==> config.mk <==
export PLATFORM = sky130hd
export DESIGN_NAME = cp0_exc_ctrl_flat
export DESIGN_NICKNAME = d
export VERILOG_FILES = /design/src/rtl/cp0_exc_ctrl_if.sv /design/src/rtl/cp0_exc_ctrl.sv /design/src/flat_wrapper.sv
export SDC_FILE = /design/constraint.sdc
export NUM_CORES = 1
export LEC_CHECK = 0
export CAP_MARGIN = 15
export CORE_ASPECT_RATIO = 0.75
export CORE_MARGIN = 1.5
export CORE_UTILIZATION = 34
export DETAILED_ROUTE_END_ITERATION = 16
export PLACE_DENSITY = 0.79
export SLEW_MARGIN = 20
export SYNTH_ARGS = -nofsm -noshare
export SYNTH_HDL_FRONTEND = slang
export SYNTH_SLANG_ARGS = --single-unit
==> constraint.sdc <==
create_clock -name Clk -period 2.45 [get_ports Clk]
set_input_delay 0.735 -clock Clk [delete_from_list [all_inputs] [get_ports Clk]]
set_output_delay 0.735 -clock Clk [all_outputs]
set_load 0.01 [all_outputs]
==> src/rtl/cp0_exc_ctrl_if.sv <==
// CP0 exception controller bus: CPU-side strobes, CP0 access and next-PC/squash results.
// The CPU (or bench) drives through master; cp0_exc_ctrl consumes through slave.
interface cp0_exc_ctrl_if;
  logic [31:0] Pc;
  logic        V;
  logic        Ov_chk;
  logic        Syscall;
  logic        Unimpl;
  logic        Intr;
  logic        Mtc0;
  logic        Mfc0;
  logic        Eret;
  logic [4:0]  Rd;
  logic [31:0] Wdata;
  logic [31:0] Rdata;
  logic [1:0]  Pc_sel;
  logic [31:0] Vector;
  logic [31:0] Epc;
  logic        Cancel;
  logic        Inta;

  modport master (
    output Pc, V, Ov_chk, Syscall, Unimpl, Intr, Mtc0, Mfc0, Eret, Rd, Wdata,
    input  Rdata, Pc_sel, Vector, Epc, Cancel, Inta
  );

  modport slave (
    input  Pc, V, Ov_chk, Syscall, Unimpl, Intr, Mtc0, Mfc0, Eret, Rd, Wdata,
    output Rdata, Pc_sel, Vector, Epc, Cancel, Inta
  );
endinterface

==> src/rtl/cp0_exc_ctrl.sv <==
// Coprocessor-0 exception/interrupt controller: Status/Cause/EPC, trap priority, next-PC select.
// Optional Count/Compare timer (IP7) is built when CP0_TIMER_EN is defined.
module cp0_exc_ctrl #(
  parameter logic [31:0] EXC_BASE    = 32'h0000_0008,
  parameter int          SYNC_STAGES = 2
) (
  input  logic           Clk,
  input  logic           Clrn,
  cp0_exc_ctrl_if.slave  cp0
);

  localparam logic [4:0] RD_COUNT   = 5'd9;
  localparam logic [4:0] RD_COMPARE = 5'd11;
  localparam logic [4:0] RD_STATUS  = 5'd12;
  localparam logic [4:0] RD_CAUSE   = 5'd13;
  localparam logic [4:0] RD_EPC     = 5'd14;

  localparam logic [4:0] EXC_INT    = 5'd0;
  localparam logic [4:0] EXC_SYS    = 5'd8;
  localparam logic [4:0] EXC_RI     = 5'd10;
  localparam logic [4:0] EXC_OV     = 5'd12;

  typedef enum logic {NORMAL, HANDLER} state_e;

  state_e                  state_q, state_d;
  logic                    ie_q, ie_d;
  logic [4:0]              exc_code_q, exc_code_d;
  logic                    ip2_q, ip2_d;
  logic [31:0]             epc_q, epc_d;
  logic [SYNC_STAGES-1:0]  sync_q;
  logic                    intr_prev_q;

  logic                    exl;
  logic                    ip7;
  logic                    int_req;
  logic                    evt;
  logic                    int_taken;
  logic [4:0]              evt_code;
  logic                    mtc0_ok;
  logic                    intr_rise;

  assign exl       = (state_q == HANDLER);
  assign int_req   = (ip2_q | ip7) & ie_q & ~exl;
  assign intr_rise = sync_q[SYNC_STAGES-1] & ~intr_prev_q;

  // NOTE: every variable driven in always_comb gets a default first, so no path infers a latch.
  always_comb begin
    evt       = 1'b1;
    int_taken = 1'b0;
    evt_code  = EXC_INT;
    if (cp0.Unimpl)                evt_code = EXC_RI;
    else if (cp0.Syscall)          evt_code = EXC_SYS;
    else if (cp0.Ov_chk && cp0.V)  evt_code = EXC_OV;
    else if (int_req)              int_taken = 1'b1;
    else                           evt = 1'b0;
  end

  // A trapping instruction never commits its own CP0 write.
  assign mtc0_ok = cp0.Mtc0 & ~evt;

  always_comb begin
    state_d    = state_q;
    ie_d       = ie_q;
    exc_code_d = exc_code_q;
    epc_d      = epc_q;
    ip2_d      = ip2_q;

    if (evt) begin
      state_d    = HANDLER;
      exc_code_d = evt_code;
      if (!exl) epc_d = cp0.Pc;
    end else if (cp0.Eret) begin
      state_d = NORMAL;
    end else if (mtc0_ok) begin
      case (cp0.Rd)
        RD_STATUS: begin
          ie_d    = cp0.Wdata[0];
          state_d = cp0.Wdata[1] ? HANDLER : NORMAL;
        end
        RD_EPC:  epc_d = cp0.Wdata;
        default: ;
      endcase
    end

    if (int_taken || (mtc0_ok && cp0.Rd == RD_CAUSE && !cp0.Wdata[10])) ip2_d = 1'b0;
    // A fresh request landing on the acknowledge edge must not be lost.
    if (intr_rise) ip2_d = 1'b1;
  end

  // NOTE: state is updated with non-blocking assignments and cleared asynchronously on Clrn.
  always_ff @(posedge Clk or negedge Clrn) begin
    if (!Clrn) begin
      state_q     <= NORMAL;
      ie_q        <= 1'b0;
      exc_code_q  <= 5'd0;
      ip2_q       <= 1'b0;
      epc_q       <= 32'd0;
      sync_q      <= '0;
      intr_prev_q <= 1'b0;
    end else begin
      state_q     <= state_d;
      ie_q        <= ie_d;
      exc_code_q  <= exc_code_d;
      ip2_q       <= ip2_d;
      epc_q       <= epc_d;
      sync_q      <= {sync_q[SYNC_STAGES-2:0], cp0.Intr};
      intr_prev_q <= sync_q[SYNC_STAGES-1];
    end
  end

`ifdef CP0_TIMER_EN
  logic [31:0] count_q, count_d;
  logic [31:0] compare_q, compare_d;
  logic        ip7_q, ip7_d;

  always_comb begin
    count_d   = count_q + 32'd1;
    compare_d = compare_q;
    ip7_d     = ip7_q;
    if (count_q == compare_q) ip7_d = 1'b1;
    if (mtc0_ok && cp0.Rd == RD_COUNT) count_d = cp0.Wdata;
    if (mtc0_ok && cp0.Rd == RD_COMPARE) begin
      compare_d = cp0.Wdata;
      ip7_d     = 1'b0;
    end
  end

  always_ff @(posedge Clk or negedge Clrn) begin
    if (!Clrn) begin
      count_q   <= 32'd0;
      compare_q <= 32'hFFFF_FFFF;
      ip7_q     <= 1'b0;
    end else begin
      count_q   <= count_d;
      compare_q <= compare_d;
      ip7_q     <= ip7_d;
    end
  end

  assign ip7 = ip7_q;
`else
  assign ip7 = 1'b0;
`endif

  always_comb begin
    cp0.Rdata = 32'd0;
    if (Clrn && cp0.Mfc0) begin
      case (cp0.Rd)
        RD_STATUS: cp0.Rdata = {30'd0, exl, ie_q};
        RD_CAUSE:  cp0.Rdata = {16'd0, ip7, 4'd0, ip2_q, 3'd0, exc_code_q, 2'd0};
        RD_EPC:    cp0.Rdata = epc_q;
`ifdef CP0_TIMER_EN
        RD_COUNT:   cp0.Rdata = count_q;
        RD_COMPARE: cp0.Rdata = compare_q;
`endif
        default:   cp0.Rdata = 32'd0;
      endcase
    end
  end

  // Outputs are forced idle while Clrn is held low, whatever the decoder strobes do.
  assign cp0.Pc_sel = !Clrn    ? 2'b00 :
                      evt      ? 2'b01 :
                      cp0.Eret ? 2'b10 : 2'b00;
  assign cp0.Cancel = Clrn & evt;
  assign cp0.Inta   = Clrn & int_taken;
  assign cp0.Vector = EXC_BASE;
  assign cp0.Epc    = epc_q;

endmodule
==> src/flat_wrapper.sv <==
// flat-port wrapper written by rule: the top's interface ports become plain ports
module cp0_exc_ctrl_flat 
#(
  parameter logic [31:0] EXC_BASE    = 32'h0000_0008,
  parameter int          SYNC_STAGES = 2
)
  (Clk, Clrn, cp0_Pc, cp0_V, cp0_Ov_chk, cp0_Syscall, cp0_Unimpl, cp0_Intr, cp0_Mtc0, cp0_Mfc0, cp0_Eret, cp0_Rd, cp0_Wdata, cp0_Rdata, cp0_Pc_sel, cp0_Vector, cp0_Epc, cp0_Cancel, cp0_Inta);
  cp0_exc_ctrl_if cp0_i ();
  input  logic Clk;
  input  logic Clrn;
  input wire logic [$bits(cp0_i.Pc)-1:0] cp0_Pc;
  input wire logic [$bits(cp0_i.V)-1:0] cp0_V;
  input wire logic [$bits(cp0_i.Ov_chk)-1:0] cp0_Ov_chk;
  input wire logic [$bits(cp0_i.Syscall)-1:0] cp0_Syscall;
  input wire logic [$bits(cp0_i.Unimpl)-1:0] cp0_Unimpl;
  input wire logic [$bits(cp0_i.Intr)-1:0] cp0_Intr;
  input wire logic [$bits(cp0_i.Mtc0)-1:0] cp0_Mtc0;
  input wire logic [$bits(cp0_i.Mfc0)-1:0] cp0_Mfc0;
  input wire logic [$bits(cp0_i.Eret)-1:0] cp0_Eret;
  input wire logic [$bits(cp0_i.Rd)-1:0] cp0_Rd;
  input wire logic [$bits(cp0_i.Wdata)-1:0] cp0_Wdata;
  output wire logic [$bits(cp0_i.Rdata)-1:0] cp0_Rdata;
  output wire logic [$bits(cp0_i.Pc_sel)-1:0] cp0_Pc_sel;
  output wire logic [$bits(cp0_i.Vector)-1:0] cp0_Vector;
  output wire logic [$bits(cp0_i.Epc)-1:0] cp0_Epc;
  output wire logic [$bits(cp0_i.Cancel)-1:0] cp0_Cancel;
  output wire logic [$bits(cp0_i.Inta)-1:0] cp0_Inta;
  assign cp0_i.Pc = cp0_Pc;
  assign cp0_i.V = cp0_V;
  assign cp0_i.Ov_chk = cp0_Ov_chk;
  assign cp0_i.Syscall = cp0_Syscall;
  assign cp0_i.Unimpl = cp0_Unimpl;
  assign cp0_i.Intr = cp0_Intr;
  assign cp0_i.Mtc0 = cp0_Mtc0;
  assign cp0_i.Mfc0 = cp0_Mfc0;
  assign cp0_i.Eret = cp0_Eret;
  assign cp0_i.Rd = cp0_Rd;
  assign cp0_i.Wdata = cp0_Wdata;
  assign cp0_Rdata = cp0_i.Rdata;
  assign cp0_Pc_sel = cp0_i.Pc_sel;
  assign cp0_Vector = cp0_i.Vector;
  assign cp0_Epc = cp0_i.Epc;
  assign cp0_Cancel = cp0_i.Cancel;
  assign cp0_Inta = cp0_i.Inta;
  cp0_exc_ctrl #(.EXC_BASE(EXC_BASE), .SYNC_STAGES(SYNC_STAGES)) u_core (.Clk(Clk), .Clrn(Clrn), .cp0(cp0_i));
endmodule
==> run summary, run 1 <==
Worst VDD drop - 0.0002496 V
Most used cell, CP - buf_6
Post-synthesis cell count - 221
Slew Viols, Final - 0
DR pass1 iterations - 5
CP arrival - 1890 ps
Sw Pwr - 0.0006806 W
Layout area overhead - 66.09%
Gr ovfl total - 0
Remaining antenna violation count - 0
Top area cells in the synthesized netlist - dfrtp_1 (36%), mux2_4 (30%), buf_4 (8.8%), and2_1 (6.0%), mux2_2 (3.6%)
Routed vias - 2237
Post-Route Setup TNS - -4806 ps
Max_cap viols - 0
Worst path top cell family by delay - simple AND/OR/NAND/NOR gates
Ant. Diodes - 0
Worst path cell trace - buf_6, nand3b_4, nor3b_4, and3_4, buf_6, buf_6, and2_4, buf_6
Final nets - 468
Crit Path Max Fanout - 8
Number of CTS-inserted buffers - 5
H-tree depth - 2
Critical Path Slowest Stage Cell - and3_4
Post-detail-place hpwl - 5.694 mm
Initial core utilization - 0.3540
CP Launch Type - input pin
Register share of total power - 0.382
DIE AREA - 8841 µm²
Post-DR wirelength/cell - 15.17 µm
Clock Tree Buf Depth - 2
Peak Freq - 381.5 MHz
Via density - 4.519
Die height - 81.81 µm
Share of cells above drive strength 1 - 0.4872
Pwr per Cell Area - 546.0 nW/µm²
Clk Latency, worst-skew pair - 290 ps
Slowest stage delay, CP - 220 ps
Dpl ws - -967.5 ps
Leak pwr - 2.159 nW
Core box area - 7953 µm²
Top-area cell type share of the netlist area - 0.3644
Vias in the first global route - 2291
PnR worst setup slack - -171.1 ps
Rows - 28
CTS tree - built
P_int - 0.001872 W
Final Skew - 6.291 ps
IO buf count - 146
Post-layout min period - 2621 ps
Sequential fraction of the synthesis area - 0.3644
DIE WIDTH - 108.1 µm
Final wirelength - 7.509 mm
RSZ-0062 raised after global routing - yes
Tot GR Track Use - 0.1695
Mean Syn Cell Area - 12.74 µm²
Setup Crit Path Kind - in -> out
Clk pwr share - 0.253
Combinational Power Share - 0.366
I/O pin total - 179
Global-route wire length before repair - 11.44 mm
Ys Warns - 0
Yosys top cell by area - dfrtp_1
CTS Root Cell - clkbuf_8
Critical Path RT - 1710 ps
Iteration-0 DRC Markers - 112
Residual DRC - 0
Setup violators final - 32
WHS - 353.1 ps
Mapped cell area - 2815 µm²
Tcrit/Tclk final - 1.070
Number of distinct library cells after synthesis - 33
Crit. End Element - output port
Failing checks - negative setup slack
Clock transition at path regs - 80 ps
Status - finished with violations
Worst Path Buf+Inv - 4
Sw frac - 0.2666
Post-synthesis register bit count - 41
TritonCTS Sinks - 41
GP Congestion - 0.8934
Final hold vios - 0
Initial antenna violation count - 0
HP Class - reg -> reg
Overall power - 0.002553 W
Largest net degree at the start of global routing - 25
power by group through the flow:
stage                     Combinational (W)  Sequential [W]  Clock, W
after floorplan                    0.000400         0.00102         0
after global placement             0.000919        0.000975         0
after detailed placement           0.000932        0.000975         0
after CTS                          0.000941        0.000974  0.000657
after global routing               0.000994         0.00100  0.000690
final                              0.000934        0.000974  0.000645
final timing paths:
check / from / end / depth (start not counted) / slack, ps
max reg2reg: u_core.ip2_q / u_core.cp0.Epc[13] / 6 / 410
max in group asynchronous: Clrn / u_core.cp0.Epc[20] / 3 / 1540
min in group asynchronous: Clrn / u_core.cp0.Epc[10] / 2 / 450
max: cp0_Rd[4] / cp0_Rdata[29] / 8 / -170
min reg2reg: u_core.sync_q[0] / u_core.sync_q[1] / 0 / 350
min: u_core.sync_q[0] / u_core.sync_q[1] / 0 / 350
registers in the layout (all words and copies together) (netlist names):
register,cells
u_core.ie_q,1
u_core.sync_q,2
u_core.exl,1
u_core.cp0.Epc,32
u_core.ip2_q,1
u_core.intr_prev_q,1
u_core.exc_code_q,3
metal layers:
metal  wire length (µm)  track usage  share of wire
met1               3144       0.2114           0.42
met2               3661       0.2804           0.49
met3                603      0.04921          0.080
met4                100      0.06316          0.013
met5                  0            0              0
through the flow:
| step | std cells | area (µm²) | util |
|---|---|---|---|
| detailed placement | 479 | 4389 | 0.5519 |
| finish | 495 | 4676 | 0.5879 |
| global route | 495 | 4676 | 0.5879 |
| CTS | 494 | 4656 | 0.5854 |
| global placement | 479 | 4389 | 0.5519 |
| floorplan | 251 | 3013 | - |
kinds of logic after synthesis:
group | count (synthesis) | share of synthesized area
compound gates | 14 | 0.03955
buf+inv | 46 | 0.1316
flops | 41 | 0.3644
mux | 66 | 0.3382
other cells | 2 | 0.002668
simple gates | 52 | 0.1236
layout by cell type, fill, tap and decap left out, types with 2 or more instances in the layout:
cell             synthesis  final
a22oi_1                  7      3
a22oi_2                  0      4
and2_4                   1     28
buf_12                   2      3
buf_2                    1     12
buf_4                   33     19
buf_6                    5     32
buf_8                    0      2
bufinv_16                0      2
clkbuf_2                 2      3
clkbuf_8                 0      5
clkdlybuf4s15_2          0      2
clkdlybuf4s50_1          0     99
conb_1                   2     32
dfrtp_1                 41     41
inv_1                    3      3
mux2_2                   9      9
mux2_4                  56     56
nand2_1                  4      4
nand3b_4                 2      2
nor2_1                   7      4
nor2_2                   0      2
what timing repair did:
item / CTS / global route
cloned: 1 / 0
resized for setup: 211 / 21
buffers inserted: 8 / 4
pin swaps: 21 / 10
hold buffers: 0 / 0
endpoints found under the setup margin: 69 / 44
Yosys cell counts, drive strengths merged:
cell type   n
a211o       1
a211oi      1
a21o        1
a21oi       1
a22oi       7
a41o        1
and2       28
and3        2
and3b       1
and4        1
buf        41
clkbuf      2
conb        2
dfrtp      41
inv         3
mux2       65
mux2i       1
nand2       4
nand3       1
nand3b      2
nand4b      1
nor2        7
nor2b       1
nor3        2
nor3b       1
nor4bb      1
o21ai       1
o221ai      1
layout make-up:
type / count / area, µm²
fillers: 674 / 3277
repair buffers: 174 / 1700
multi-input cells: 164 / 1673
flip-flops and latches: 41 / 1026
well taps: 105 / 131.4
clock buffers: 5 / 68.82
clock inverters: 3 / 65.06
inverters: 3 / 11.26
Power figures use the tool's default switching activity.
==> inputs of run 2 (changes only) <==
Settings changed: CORE_UTILIZATION 34 to 40, PLACE_DENSITY 0.79 to 0.87, SLEW_MARGIN 20 to unset.
Clock period 2.45 ns to 3.4 ns, I/O delays scaled along.
==> run 2 against run 1 <==
The run now ends clean. Design area is 7.4% lower. Critical path depth is 3 lower. Sequential power is 29% lower. Via count is 2.5% lower. Worst hold slack better by 7.7 ps. Cell count is 5.3% lower. Total power is 34% lower. Die area is 15% lower. Clock power is 49% lower. Global-route usage is 2.1 points higher. Utilization is 4.9 points higher. Critical path type unchanged. Highest routed layer unchanged.
==> run summary, run 2 (synthesis gave the netlist of run 1 again) <==
Combinational Power Share - 0.395
Clock transition at path regs - 90 ps
Core box area - 6799 µm²
I/O pin total - 179
Vias in the first global route - 2220
Final wirelength - 7.278 mm
Remaining antenna violation count - 0
Tcrit/Tclk final - 0.9755
P_int - 0.001203 W
CP Launch Type - input pin
Routed vias - 2180
Status - completed
Dpl ws - -619.1 ps
Critical Path RT - 2380 ps
Final Util - 0.6367
Crit. End Element - output port
Largest net degree at the start of global routing - 23
Setup violators final - 0
Post-Route Setup TNS - 0 ps
Final Skew - 9.228 ps
Peak Freq - 301.5 MHz
Worst Path Buf+Inv - 2
DIE WIDTH - 99.87 µm
Die height - 75.66 µm
Gr ovfl total - 0
DR pass1 iterations - 4
Sw Pwr - 0.0004893 W
IO buf count - 146
CP arrival - 2300 ps
DIE AREA - 7556 µm²
TritonCTS Sinks - 41
Sw frac - 0.2892
PnR worst setup slack - 83.15 ps
Worst path top cell family by delay - buffers and inverters
Iteration-0 DRC Markers - 48
Final hold vios - 0
Layout area overhead - 53.78%
Worst path cell trace - clkdlybuf4s50_1, a211oi_2, and2_4, and3_1, clkdlybuf4s15_1
Global-route wire length before repair - 10.85 mm
Critical Path Slowest Stage Cell - clkdlybuf4s50_1
Largest register FFs - 32
Worst VDD drop - 0.0001947 V
Slowest stage delay, CP - 450 ps
Rows - 26
Clk pwr share - 0.196
HP Class - reg -> reg
Slew Viols, Final - 0
Initial core utilization - 0.4141
H-tree depth - 2
Crit Path Max Fanout - 4
Clock Tree Buf Depth - 2
Pwr per Cell Area - 390.8 nW/µm²
Post-DR wirelength/cell - 15.52 µm
Number of CTS-inserted buffers - 5
Commonest cells after routing, fill and taps aside - clkdlybuf4s50_1 (103), mux2_4 (56), dfrtp_1 (41)
CTS Root Cell - clkbuf_8
Ant. Diodes - 0
RSZ-0062 raised after global routing - no
Residual DRC - 0
Setup Crit Path Kind - in -> out
CTS tree - built
Final nets - 463
Commonest non-fill, non-tap cell in the layout - clkdlybuf4s50_1
Post-detail-place hpwl - 5.779 mm
Post-layout min period - 3317 ps
Via density - 4.648
Leak pwr - 2.051 nW
Clk Latency, worst-skew pair - 290 ps
CTS Hold Buffers Added - 0
Register share of total power - 0.409
Tot GR Track Use - 0.1909
GP Congestion - 0.8665
Max_cap viols - 0
Initial antenna violation count - 0
Share of cells above drive strength 1 - 0.3662
==> run 2: cell count changes in the layout (fill, tap and decap cells not counted), moves of 3 or more <==
cell and change:
buf_6 -30, and2_4 -26, a22oi_1 +3, nor2_1 +3, clkdlybuf4s50_1 +4, dlygate4sd2_1 +4, clkbuf_2 +20, a22oi_2 -3
and2_1 +26
==> run 2: stage by stage <==
stage                     hold WS, ps  power [W]  cells  instance area [µm²]
after detailed placement        345.7   0.001369    457                 4298
after CTS                       367.3   0.001711    469                 4437
after floorplan                 331.2   0.001013    251                 2928
final                           360.9   0.001692    469                 4329
after global placement          335.8   0.001348    457                 4298
after global routing            373.5   0.001785    469                 4329
==> run 2: worst paths after layout <==
kind | from | cells past startpoint | to | slack [ps]
worst max-delay path | cp0_Unimpl | 5 | cp0_Pc_sel[1] | 80
worst min-delay path | u_core.sync_q[0] | 0 | u_core.sync_q[1] | 360
worst max register to register | u_core.ip2_q | 6 | u_core.cp0.Epc[13] | 1410
worst min register to register | u_core.sync_q[0] | 0 | u_core.sync_q[1] | 360
max in group asynchronous | Clrn | 3 | u_core.cp0.Epc[2] | 2190
min in group asynchronous | Clrn | 2 | u_core.exc_code_q[1] | 740
==> run 2: power groups by stage <==
stage / sequential (W) / combinational, W / clock (W)
finish: 0.000692 / 0.000668 / 0.000332
global route: 0.000709 / 0.000711 / 0.000365
CTS: 0.000693 / 0.000675 / 0.000343
detailed placement: 0.000697 / 0.000672 / 0
global placement: 0.000694 / 0.000653 / 0
floorplan: 0.000728 / 0.000285 / 0
==> run 2: timing repair <==
item                       4_1_cts  5_1_grt
cloned                           1        0
setup buffers                    3        0
resized for setup               94       37
pin swaps                        4        4
setup endpoints to repair       36       33
==> run 2: layout make-up <==
class                           count  area [µm²]
Tap cell                           84       105.1
Multi-Input combinational cell    164        1568
Clock buffer                        5       68.82
Fill cell                         564        2470
Sequential cell                    41        1026
Clock inverter                      3       25.02
Timing Repair Buffer              169        1525
Inverter                            3       11.26
==> run 2: layer usage <==
layer  vias up  part of all wire  GRT usage
met3        12             0.076    0.05413
met2       107              0.50     0.3341
met4         0             0.017    0.07355
met1      1039              0.41     0.2279
met5         -                 0          0
li1       1022                 -          -
==> inputs of run 3 (changes only) <==
Settings changed: SLEW_MARGIN set to 20.
==> results of run 3 <==
No change in the layout: final DEF, timing and power equal those of run 2.
